## src/rtl/fpu_issue_ctrl_pkg.sv

```systemverilog
// FPU issue control: shared encodings, state type and helpers.
// Op selects, core op codes, states, canonical NaN.
package fpu_issue_ctrl_pkg;

  localparam logic [2:0] FPU_ADD  = 3'd0;
  localparam logic [2:0] FPU_SGNJ = 3'd1;
  localparam logic [2:0] FPU_ASEL = 3'd2;
  localparam logic [2:0] FPU_CVT  = 3'd3;
  localparam logic [2:0] FPU_MADD = 3'd4;
  localparam logic [2:0] FPU_BSEL = 3'd5;

  localparam logic [1:0] CORE_OP_ADD  = 2'b00;
  localparam logic [1:0] CORE_OP_CVT  = 2'b01;
  localparam logic [1:0] CORE_OP_MADD = 2'b10;

  localparam logic [31:0] FP_CANON_NAN = 32'h7FC0_0000;

  typedef enum logic [2:0] {
    S_IDLE  = 3'd0,
    S_ISSUE = 3'd1,
    S_WAIT  = 3'd2,
    S_DONE  = 3'd3,
    S_DRAIN = 3'd4
  } state_e;

  function automatic logic is_remote(input logic [2:0] sel);
    return (sel == FPU_ADD) || (sel == FPU_CVT) || (sel == FPU_MADD);
  endfunction

  function automatic logic [1:0] core_op_of(input logic [2:0] sel);
    logic [1:0] op;
    op = CORE_OP_ADD;
    unique case (1'b1)
      sel == FPU_CVT:  op = CORE_OP_CVT;
      sel == FPU_MADD: op = CORE_OP_MADD;
      default:         op = CORE_OP_ADD;
    endcase
    return op;
  endfunction

endpackage

```

## src/rtl/fpu_issue_ctrl_local_ops.sv

```systemverilog
// Single-cycle FPU ops: sign-inject, A-move, B-pass.
// In: fpusel, sgnj_mode, op_a, op_b. Out: is_local, res.
import fpu_issue_ctrl_pkg::*;

module fpu_local_ops (
  input  logic [2:0]  fpusel,
  input  logic [1:0]  sgnj_mode,
  input  logic [31:0] op_a,
  input  logic [31:0] op_b,
  output logic        is_local,
  output logic [31:0] res
);

  logic sgn;

  always_comb begin
    sgn = op_b[31];
    unique case (sgnj_mode)
      2'b01:   sgn = ~op_b[31];
      2'b10:   sgn = op_a[31] ^ op_b[31];
      default: sgn = op_b[31];
    endcase
  end

  always_comb begin
    is_local = 1'b1;
    res      = '0;
    unique case (1'b1)
      fpusel == FPU_SGNJ: res = {sgn, op_a[30:0]};
      fpusel == FPU_ASEL: res = op_a;
      fpusel == FPU_BSEL: res = op_b;
      default:            is_local = 1'b0;
    endcase
  end

endmodule

```

## src/rtl/fpu_issue_ctrl.sv

```systemverilog
// Execute-stage FPU responder: local ops inline, multi-cycle ops via core.
// Ports: fpu_valid/fpusel/ops in, stall/busy/result out, core req/ack/resp.
import fpu_issue_ctrl_pkg::*;

module fpu_issue_ctrl #(
  parameter int TIMEOUT_CYCLES = 64,
  parameter int CNT_W          = 7
) (
  input  logic        clk,
  input  logic        rst_n,
  input  logic        fpu_valid,
  input  logic [2:0]  fpusel,
  input  logic [1:0]  sgnj_mode,
  input  logic [31:0] op_a,
  input  logic [31:0] op_b,
  input  logic [31:0] op_c,
  input  logic        kill,
  output logic        stall,
  output logic        busy,
  output logic [31:0] result,
  output logic        result_valid,
  output logic        err,
  output logic        core_req,
  output logic [1:0]  core_op,
  output logic [31:0] core_a,
  output logic [31:0] core_b,
  output logic [31:0] core_c,
  input  logic        core_ack,
  input  logic        core_resp_valid,
  input  logic [31:0] core_resp_data
);

  state_e           state;
  logic [CNT_W-1:0] cnt;
  logic             rv_q;
  logic             loc;
  logic [31:0]      loc_res;
  logic             tmo;

  fpu_local_ops u_local (
    .fpusel    (fpusel),
    .sgnj_mode (sgnj_mode),
    .op_a      (op_a),
    .op_b      (op_b),
    .is_local  (loc),
    .res       (loc_res)
  );

  assign tmo = (cnt == CNT_W'(TIMEOUT_CYCLES - 1));

  assign stall = rst_n &
    ((state == S_IDLE & fpu_valid & is_remote(fpusel)) |
     state == S_ISSUE | state == S_WAIT);

  assign busy = (state != S_IDLE);

  // kill masks a completion in the very cycle it is presented
  assign result_valid = rv_q & ~kill;

  always_ff @(posedge clk or negedge rst_n) begin
    if (!rst_n) begin
      state    <= S_IDLE;
      cnt      <= '0;
      rv_q     <= 1'b0;
      result   <= '0;
      err      <= 1'b0;
      core_req <= 1'b0;
      core_op  <= '0;
      core_a   <= '0;
      core_b   <= '0;
      core_c   <= '0;
    end else begin
      rv_q <= 1'b0;
      unique case (state)
        S_IDLE: begin
          if (fpu_valid && !kill) begin
            if (loc) begin
              result <= loc_res;
              rv_q   <= 1'b1;
            end else if (is_remote(fpusel)) begin
              core_a   <= op_a;
              core_b   <= op_b;
              core_c   <= op_c;
              core_op  <= core_op_of(fpusel);
              core_req <= 1'b1;
              state    <= S_ISSUE;
            end
          end
        end
        S_ISSUE: begin
          if (kill) begin
            core_req <= 1'b0;
            cnt      <= '0;
            state    <= core_ack ? S_DRAIN : S_IDLE;
          end else if (core_ack) begin
            core_req <= 1'b0;
            cnt      <= '0;
            state    <= S_WAIT;
          end
        end
        S_WAIT: begin
          if (kill) begin
            // a response landing with the kill is consumed and dropped
            if (core_resp_valid) begin
              state <= S_IDLE;
            end else if (tmo) begin
              err   <= 1'b1;
              state <= S_IDLE;
            end else begin
              cnt   <= cnt + CNT_W'(1);
              state <= S_DRAIN;
            end
          end else if (core_resp_valid) begin
            result <= core_resp_data;
            rv_q   <= 1'b1;
            state  <= S_DONE;
          end else if (tmo) begin
            result <= FP_CANON_NAN;
            err    <= 1'b1;
            rv_q   <= 1'b1;
            state  <= S_DONE;
          end else begin
            cnt <= cnt + CNT_W'(1);
          end
        end
        S_DONE: begin
          state <= S_IDLE;
        end
        S_DRAIN: begin
          if (core_resp_valid) begin
            state <= S_IDLE;
          end else if (tmo) begin
            err   <= 1'b1;
            state <= S_IDLE;
          end else begin
            cnt <= cnt + CNT_W'(1);
          end
        end
        default: state <= S_IDLE;
      endcase
    end
  end

endmodule

```

## config.mk

```make
export PLATFORM = sky130hd
export DESIGN_NAME = fpu_issue_ctrl
export DESIGN_NICKNAME = d
export VERILOG_FILES = /design/src/rtl/fpu_issue_ctrl_pkg.sv /design/src/rtl/fpu_issue_ctrl_local_ops.sv /design/src/rtl/fpu_issue_ctrl.sv
export SDC_FILE = /design/constraint.sdc
export NUM_CORES = 1
export LEC_CHECK = 0
export ABC_AREA = 1
export BUFFER_PORTS_ARGS = -buffer_cell sky130_fd_sc_hd__buf_2
export CORE_UTILIZATION = 45
export CTS_CLUSTER_SIZE = 8
export DETAILED_ROUTE_END_ITERATION = 6
export PLACE_DENSITY = 0.74
export SLEW_MARGIN = 30
export SYNTH_ARGS = -nofsm -noshare
export SYNTH_HDL_FRONTEND = slang
export SYNTH_SLANG_ARGS = --single-unit
```

## constraint.sdc

```tcl
create_clock -name clk -period 1.61 [get_ports clk]
set_input_delay 0.2415 -clock clk [delete_from_list [all_inputs] [get_ports clk]]
set_output_delay 0.2415 -clock clk [all_outputs]
set_load 0.02 [all_outputs]
```

==> results of run 1 <==
-- repair_timing --
action | in CTS | in global routing
buffers inserted | 2 | 2
hold buffers | 1 | 0
pin swaps | 1 | 3
gates cloned | 0 | 2
endpoints found under the hold margin | 106 | 0
setup endpoints to repair | 13 | 105
resized for setup | 6 | 9
-- layer usage --
metal,track usage,wire length (um),part of all wire,vias to the layer above
li1,-,-,-,3255
met5,0,0,0,-
met2,0.414,9500,0.48,220
met1,0.326,8640,0.44,3021
met4,0.0979,549,0.028,0
met3,0.0494,1120,0.056,36
-- per-stage QoR --
stage | setup TNS (ns) | util
after global routing | -12.74 | 0.629
after detailed placement | 0 | 0.576
final | -1.58 | 0.629
after floorplan | 0 | -
after global placement | 0 | 0.576
after CTS | -0.130 | 0.623
-- Yosys cell counts --
library cell / count / area share
a21boi_0: 2 / 0.0023
a21oi_1: 3 / 0.0023
buf_1: 2 / 0.0011
buf_2: 23 / 0.017
buf_4: 3 / 0.0034
buf_6: 10 / 0.017
clkbuf_1: 3 / 0.0017
dfrtp_1: 143 / 0.54
ha_1: 3 / 0.0057
inv_1: 26 / 0.015
inv_2: 2 / 0.0011
nand2_1: 605 / 0.34
nand2_2: 5 / 0.0047
nand3_1: 9 / 0.0068
nand3b_1: 2 / 0.0023
nand4_1: 2 / 0.0019
nor2_1: 16 / 0.0090
nor2_2: 2 / 0.0019
nor3_2: 1 / 0.0015
o211ai_1: 1 / 0.0011
o21ai_0: 22 / 0.017
o21bai_1: 1 / 0.0011
or2_2: 2 / 0.0019
xor2_1: 3 / 0.0040
-- cell families (layout without fill, tap and decap cells) --
logic type | count (synthesis) | in the layout
other | 0 | 1
flip-flops | 143 | 143
AO/OA/AOI/OAI | 29 | 29
adder cells (fa/ha/maj) | 3 | 3
buffers and inverters | 69 | 363
AND/OR/NAND/NOR | 644 | 644
XOR/XNOR | 3 | 3
-- how the worst max path moves through the flow --
stage / endpoint / slack [ns] / depth (start not counted)
2_1_floorplan: stall / 0.04 / 5
3_3_place_gp: result[6]$_DFFE_PN0P_ / 0.03 / 9
3_5_place_dp: result[10]$_DFFE_PN0P_ / 0.009 / 11
4_1_cts: stall / -0.13 / 6
5_1_grt: stall / -0.23 / 6
6_report: stall / -0.15 / 6
-- placed cells by master, fill, tap and decap left out, types with 2 or more instances in the layout --
master and n:
a21oi_1 2, buf_12 12, buf_2 271, buf_4 18
bufinv_16 5, clkbuf_16 19, clkbuf_8 3, clkinv_2 3
clkinv_4 2, dfrtp_1 143, ha_1 2, inv_1 25
inv_2 2, nand2_1 602, nand2_2 6, nand2_4 2
nand3_1 8, nand3b_1 2, nand4_1 2, nor2_1 13
nor2_2 5, o21ai_0 19, o21ai_1 2, or2_2 2
xor2_1 3
-- power by group --
group	internal [mW]	switching, mW	leakage, nW
Sequential	5.16	0.824	1.83
Combinational	2.21	4.26	3.35
Clock	2.86	1.51	0.318
-- registers in the layout, summed over array words and instances (netlist names), 2 cells and up --
signal and cells:
cnt 7, core_a 32, core_b 32, core_c 32, core_op 2, result 32, state 3
-- final cells by class --
class	instances	area (sq um)	share of cell area
Inverter	28	106	0.0117
Sequential cell	143	3580	0.393
Clock buffer	20	467	0.0512
Clock inverter	10	185	0.0203
Tap cell	184	230	0.0253
Timing Repair Buffer	305	1800	0.198
Antenna cell	1	2.50	0.000275
Multi-Input combinational cell	679	2740	0.301
-- tightest hold or removal path, stage by stage --
cell and delay [ns]:
buf_2 0.07, nand2_1 0.04, nand2_1 0.04
==> flow_summary.ini, run 1 <==
[status]
status = complete, but fails checks
violations = negative setup slack

[logic_synthesis]
yosys_warnings = 0
syn_inst = 891
netlist_area_sq_um = 6640
yosysUniqueCellTypes = 24
synth_compound_area_frac = 0.0234
syn_area_per_cell_sq_um = 7.45
yosysSeqAreaShare = 0.539
yosys_register_bits = 143
synth-simple-area-share = 0.372
synthAdderAreaFrac = 0.00565
synth_xor_area_frac = 0.00396
synthesis.nets = 1033
synth_mux_area_frac = 0
synth_top_family_by_area = simple AND/OR/NAND/NOR gates

[timing]
worst-slew-pin-transition_ns = 0.475
rsz0062_at_grt = yes
fin_crit_sh = 1.09
setup_slack_ns = -0.145
worst_hold_slack_ns = 0.0167
period_needed_ns = 1.76
setup_viol = 96
final-hold-violation-count = 0
fmax_mhz = 570
relSlewSlack = 0.683
slew_viol_final = 0
worst_clock_skew_ns = 0.00834

[clocking]
clk_pin_slew_ns = 0.06
cts_tree = done
cts_buffers = 17
cts_sinks = 143
clock-root-buffer = clkbuf_16
insertion_delay_ns = 0.42
cts.path.max_buffers = 2
htree_levels = 4

[finish]
fin_area_sq_um = 9110
final.fill_count = 1313
area_growth_pct = 37.2
nets = 1316
drive_gt1_frac = 0.302
final_cells = 1370

[global_route]
grt_overflow = 0
grt_pass1_vias = 5846
grt_max_degree = 58
grt_pass1_wl_um = 29200
grt_usage = 0.252
antenna_found_initial = 1

[power]
ir_drop_uv = 850
power_density_nw_per_um2 = 1850
power_mw = 16.8
p_leak_nw = 5.50

[place]
place_area_sq_um = 8340
routabilityCongestion = 0.837
dp.cells = 1332
place_worst_setup_slack_ns = 0.00901
dpl.hpwl_um = 13500
io_buffers = 273

[routing]
first_iter_violations = 355
antenna_left = 0
vias = 6532
drcViolationCount = 0
finalWirelength_um = 19800
drt-pass1-iter-count = 5
via_per_inst = 4.77
wl_per_cell_um = 14.5

[critical_path]
path_class = flop to primary output
r2r-end = core_req$_DFFE_PN0P_
timing.rr.start = state[2]$_DFFE_PN0P_
required_ns = 1.37
cp-end-kind = primary output
rrSetupSlack_ns = -0.05
cp_max_fo = 4
path_delay_family = flip-flops
reg2regPathDepth = 8
worstPathCellList = nor2_2, nand2_2, inv_2, nand3_2, a21boi_2, buf_4
start_kind = flop
slowest_delay_ns = 0.41
cp.arrival_ns = 1.51
critPathBufInv = 2
crit_path_start = state[2]$_DFFE_PN0P_
cp_slowest_cell = dfrtp_1

[hold_path]
whs_path_depth = 3
hold_class = input port to flop
min_from = op_c[11]
min_to = core_c[11]$_DFFE_PN0P_

[die]
core_area_sq_um = 14500
fp-row-count = 44
start_util = 0.459
dieHeight_um = 123
die_x_um = 123
io_pins = 274
dieArea_sq_um = 15200

[job]
cap_violations = 0
Note: power is estimated with default switching activity, not from simulation.
==> run 2, diff against run 1 <==
ABC_AREA = unset   (was 1)
CORE_UTILIZATION = 48   (was 45)
PLACE_DENSITY = 0.79   (was 0.74)
==> run 2 against run 1 <==
  * Core utilization is 13 points higher
  * Fmax shrank 7.3%
  * Clock power is 0.9% lower
  * First-iteration DRC count fell by 9.3%
  * Worst setup slack lost 0.14 ns
  * Hold slack improved by 0.031 ns
  * Via count down 14%
  * Final cell count fell by 24%
  * Global-route usage grew 3.8 points
  * The flow still finishes with violations (negative setup slack)
  * Largest power group is now registers
  * Non-clock buffer count increased by 48
  * Register-to-register slack got worse by 0.23 ns
  * Synthesized area shrank 4.3%
  * Highest routed layer unchanged
==> flow_summary.ini, run 2 <==
[status]
status = complete, but fails checks
violations = negative setup slack

[global_route]
grt_pass1_vias = 5763
grt_overflow = 0
grt_pass1_wl_um = 29200
antenna_found_initial = 0
grt_usage = 0.290
grt_max_degree = 144

[critical_path]
cp-end-kind = flop
cp_slowest_cell = dfrtp_1
worstPathCellList = ha_4, and3b_2, a21oi_4, o31ai_4, buf_6, buf_12, mux2_2
reg2regPathDepth = 7
timing.rr.start = cnt[0]$_DFFE_PN0P_
path_class = flop to flop
r2r-end = result[12]$_DFFE_PN0P_
rrSetupSlack_ns = -0.28
start_kind = flop
required_ns = 1.91
cp_max_fo = 10
slowest_delay_ns = 0.41
cp.arrival_ns = 2.19
crit_path_start = cnt[0]$_DFFE_PN0P_

[die]
dieArea_sq_um = 13700
start_util = 0.497
core_area_sq_um = 12800
fp-row-count = 41
dieHeight_um = 117
io_pins = 274
die_x_um = 117

[timing]
worst-slew-pin-transition_ns = 0.754
relSlewSlack = 0.497
worst_clock_skew_ns = 0.00700
rsz0062_at_grt = yes
setup_viol = 138
fmax_mhz = 528
tns_ns = -25.25
fin_crit_sh = 1.18
slew_viol_final = 0
final-hold-violation-count = 0
setup_slack_ns = -0.283
worst_hold_slack_ns = 0.0481
period_needed_ns = 1.89

[logic_synthesis]
yosys_warnings = 0
yosysMostFrequentCell = dfrtp_1
yosys_register_bits = 143
synth_edf_count = 0
netlist_area_sq_um = 6350
syn_inst = 513
synth_top_cell_by_area = dfrtp_1
ys_top_cells_by_area = dfrtp_1 56%, mux2_2 23%, nand2_1 3.1%, a21oi_1 2.9%, a31oi_1 2.5%
yosysSeqAreaShare = 0.563
netlist.area_leader.share = 0.563
ys_async_sr_fraction = 1.00
synthFlopType = dfrtp_1
syn_area_per_cell_sq_um = 12.4
yosysUniqueCellTypes = 44
synthesis.nets = 655
synthTopCellsByCount = 143 x dfrtp_1, 127 x mux2_2, 53 x nand2_1

[clocking]
cts_buffers = 17
cts.path.max_buffers = 2
cts_tree = done
clk_pin_slew_ns = 0.06
insertion_delay_ns = 0.42
clock-root-buffer = clkbuf_16
cts_sinks = 143
htree_levels = 4

[power]
switching_share = 0.337
p_comb_frac = 0.340
pwr-share-seq = 0.364
power_mw = 14.6
power.share.clock = 0.296
ir_drop_uv = 1210
p_leak_nw = 4.87
power_density_nw_per_um2 = 1510
cell_internal_pwr_mw = 9.67
switchingPower_mw = 4.92

[routing]
via_per_inst = 5.43
wl_per_cell_um = 20.3
drcViolationCount = 0
vias = 5624
drt-pass1-iter-count = 4
antenna_left = 0
first_iter_violations = 322
finalWirelength_um = 21000

[finish]
mostFrequentLayoutCells = 271 x buf_2, 143 x dfrtp_1, 113 x mux2_2
num_antenna_cells = 0
drive_gt1_frac = 0.612
final.fill_count = 806
area_growth_pct = 51.9
final_common_cell = buf_2
utilization = 0.756
fin_area_sq_um = 9650
nets = 994

[place]
place_area_sq_um = 8190
routabilityCongestion = 0.870
io_buffers = 273
dpl.hpwl_um = 12900

[hold_path]
whs_path_depth = 2
min_from = op_c[12]
hold_class = input port to flop
min_to = core_c[12]$_DFFE_PN0P_

[job]
cap_violations = 0
run 2: cell types whose count changed after synthesis, moves of 7 or more:
cell      previous run  this run
nand2_1            605        53
nand3_1              9         2
inv_1               26         6
a22oi_1              0         9
clkbuf_1             3        15
buf_2               23        10
a31oi_1              0        25
o21ai_0             22         8
mux2_2               0       127
a21oi_1              3        37
run 2: metal layers:
| metal | global-route usage | share of wire | vias up |
|---|---|---|---|
| li1 | - | - | 2520 |
| met1 | 0.335 | 0.38 | 2779 |
| met2 | 0.484 | 0.51 | 266 |
| met3 | 0.0896 | 0.073 | 59 |
| met4 | 0.155 | 0.032 | 0 |
| met5 | 0 | 0 | - |
run 2: kinds of logic after synthesis:
logic type | after synthesis | synth area share
DFF | 143 | 0.563
muxes | 129 | 0.228
and+or+nand+nor | 102 | 0.0737
AOI/OAI and AO/OA | 91 | 0.0886
buffers and inverters | 40 | 0.0333
xor gates and xnor gates | 5 | 0.00689
adders and majority gates | 3 | 0.00591
run 2: how the worst max path moves through the flow:
stage / end / cells past startpoint / slack [ns]
floorplan: result[10]$_DFFE_PN0P_ / 6 / -0.31
global placement: result[30]$_DFFE_PN0P_ / 4 / -0.25
detailed placement: result[25]$_DFFE_PN0P_ / 7 / -0.30
CTS: result[25]$_DFFE_PN0P_ / 5 / -0.22
global route: result[12]$_DFFE_PN0P_ / 7 / -0.34
finish: result[12]$_DFFE_PN0P_ / 7 / -0.28
run 2: worst max-delay path, delay by kind of cell (launching register included):
kind | cells | cell delay [ns]
flip-flops | 1 | 0.41
multiplexers | 1 | 0.34
AO/OA/AOI/OAI | 2 | 0.31
buffers and inverters | 2 | 0.30
AND/OR/NAND/NOR | 1 | 0.25
adder cells (fa/ha/maj) | 1 | 0.16
run 2: per-stage QoR:
stage	cells	worst slack [ns]
global placement	970	-0.249
CTS	1021	-0.220
detailed placement	970	-0.297
finish	1035	-0.283
floorplan	513	-0.313
global route	1035	-0.343
run 2: final cells by class:
cell class,count,area (sq um),share of cell area
timing repair buffer,353,2440,0.253
multi-input combinational,331,2750,0.285
tap,172,215,0.0223
inverter,6,22.5,0.00233
clock buffer,20,457,0.0473
sequential,143,3580,0.371
clock inverter,10,186,0.0193
run 2: what timing repair did:
| action | CTS | global route |
|---|---|---|
| cloned | 10 | 6 |
| hold buffers | 1 | 0 |
| hold endpoints to repair | 65 | 0 |
| endpoints found under the setup margin | 139 | 138 |
| resized for setup | 39 | 26 |
| pin swaps | 3 | 1 |
| buffers inserted | 10 | 8 |
run 2: power by group through the flow:
| stage | logic [mW] | registers (mW) | clock network [mW] |
|---|---|---|---|
| floorplan | 1.29 | 6.63 | 0 |
| global placement | 4.45 | 5.22 | 0 |
| detailed placement | 4.57 | 5.30 | 0 |
| CTS | 4.80 | 5.27 | 4.35 |
| global route | 5.24 | 5.42 | 4.49 |
| finish | 4.95 | 5.31 | 4.32 |
==> run 3, diff against run 2 <==
SETUP_SLACK_MARGIN = 0.02   (was unset)
==> run 3 against run 2 <==
  * The run still ends with negative setup slack left
  * Sequential power barely moved
  * Worst setup slack improved by 0.035 ns
  * Register-to-register slack improved by 0.04 ns
  * Fmax rose by 1.9%
  * Flip-flop and latch count did not move
  * First-iteration DRC count rose by 19%
  * Sequential share of layout area barely moved
  * Hold slack improved by 0.0034 ns
  * Combinational power barely moved
  * Clock skew rose by 0.0025 ns
  * Clock power fell by 7.9%
  * Routed wire length rose by 0.45%
==> flow_summary.ini, run 3 (synthesis gave the netlist of run 2 again) <==
[status]
status = complete, but fails checks
violations = negative setup slack

[critical_path]
critPathBufInv = 2
rrSetupSlack_ns = -0.25
path_delay_family = flip-flops
required_ns = 1.91
path_class = flop to flop
slowest_delay_ns = 0.41
worstPathCellList = ha_4, and3b_2, a21oi_4, o31ai_4, buf_6, buf_12, mux2_2
start_kind = flop
reg2regPathDepth = 7
cp-end-kind = flop
cp_max_fo = 13
worst-path-stages = 7
cp_slowest_cell = dfrtp_1
cp.arrival_ns = 2.16

[hold_path]
hold_class = input port to flop
whs_path_depth = 2

[place]
io_buffers = 273
dpl.hpwl_um = 12700
dp.cells = 968
place_area_sq_um = 8180
routabilityCongestion = 0.863

[power]
ir_drop_uv = 1120
p_leak_nw = 4.87
power_mw = 14.2
power_density_nw_per_um2 = 1480

[timing]
fmax_mhz = 538
relSlewSlack = 0.403
setup_slack_ns = -0.248
fin_crit_sh = 1.15
rsz0062_at_grt = yes
worst_hold_slack_ns = 0.0515
final-hold-violation-count = 0
tns_ns = -21.18
worst_clock_skew_ns = 0.00953
slew_viol_final = 0
period_needed_ns = 1.86
worst-slew-pin-transition_ns = 0.895
setup_viol = 139

[global_route]
grt_overflow = 0
grt_usage = 0.303
grt_pass1_wl_um = 30300
antenna_found_initial = 1
grt_max_degree = 144
grt_pass1_vias = 5825

[clocking]
cts_buffers = 17
cts_sinks = 143
htree_levels = 4
clk_pin_slew_ns = 0.06
cts_tree = done
clock-root-buffer = clkbuf_16
insertion_delay_ns = 0.42
cts.path.max_buffers = 2

[routing]
first_iter_violations = 383
finalWirelength_um = 21100
wl_per_cell_um = 20.3
drt-pass1-iter-count = 7
via_per_inst = 5.51
vias = 5721
drcViolationCount = 0
antenna_left = 0

[finish]
final_cells = 1038
final_common_cell = buf_2
nets = 994
fin_area_sq_um = 9650
mostFrequentLayoutCells = 270 x buf_2, 143 x dfrtp_1, 111 x mux2_2
area_growth_pct = 51.9
final.fill_count = 811
drive_gt1_frac = 0.612

[die]
start_util = 0.497
die_x_um = 117
dieHeight_um = 117
io_pins = 274
fp-row-count = 41
dieArea_sq_um = 13700
core_area_sq_um = 12800

[job]
cap_violations = 0
==> run 3: changes by cell type in the layout (fill, tap and decap cells not counted), sizes merged <==
cell      delta
buf          +2
clkinvlp     -1
clkbuf       -1
bufinv       -2
nand2        +1
clkinv       +3
diode        +1
==> run 3: through the flow <==
| step | util | setup slack [ns] |
|---|---|---|
| 6_report | 0.756 | -0.248 |
| 3_5_place_dp | 0.641 | -0.282 |
| 2_1_floorplan | - | -0.313 |
| 5_1_grt | 0.756 | -0.289 |
| 3_3_place_gp | 0.641 | -0.244 |
| 4_1_cts | 0.740 | -0.207 |
==> run 3: routing by layer <==
| layer | part of all wire | track usage |
|---|---|---|
| met4 | 0.039 | 0.160 |
| met1 | 0.37 | 0.350 |
| met3 | 0.082 | 0.0814 |
| met2 | 0.51 | 0.519 |
| met5 | 0 | 0 |
==> run 3: worst reg2reg max path, cell delays in order, from the launching register on <==
cell	delay, ns
dfrtp_1	0.41
ha_4	0.16
and3b_2	0.23
a21oi_4	0.08
o31ai_4	0.20
buf_6	0.15
buf_12	0.15
mux2_2	0.36
==> run 3: path summary, 6_finish.rpt <==
check	start	endpoint
max	cnt[0]$_DFFE_PN0P_	result[30]$_DFFE_PN0P_
min	op_c[23]	core_c[23]$_DFFE_PN0P_
max reg2reg	cnt[0]$_DFFE_PN0P_	result[30]$_DFFE_PN0P_
min reg2reg	err$_DFFE_PN0P_	err$_DFFE_PN0P_
max in group asynchronous	rst_n	result[6]$_DFFE_PN0P_
min in group asynchronous	rst_n	cnt[4]$_DFFE_PN0P_
==> run 3: cell type report <==
| type | count | area, sq um | area share |
|---|---|---|---|
| Tap cell | 172 | 215 | 0.0223 |
| Timing Repair Buffer | 352 | 2450 | 0.254 |
| Sequential cell | 143 | 3580 | 0.371 |
| Multi-Input combinational cell | 332 | 2790 | 0.289 |
| Inverter | 6 | 22.5 | 0.00233 |
| Antenna cell | 1 | 2.50 | 0.000259 |
| Clock buffer | 22 | 454 | 0.0471 |
| Clock inverter | 10 | 138 | 0.0143 |
==> run 3: repair_timing <==
item / in CTS / in global routing
hold buffers: 1 / 0
endpoints found under the setup margin: 140 / 139
pin swaps: 4 / 8
endpoints found under the hold margin: 111 / 0
gates cloned: 14 / 2
gates resized for setup: 49 / 30
setup buffers: 15 / 6
==> run 3: power breakdown <==
group / internal (mW) / total [mW] / switching [mW]
clock: 2.47 / 3.98 / 1.51
sequential: 4.70 / 5.30 / 0.601
combinational: 2.16 / 4.96 / 2.80
total: 9.34 / 14.2 / 4.90
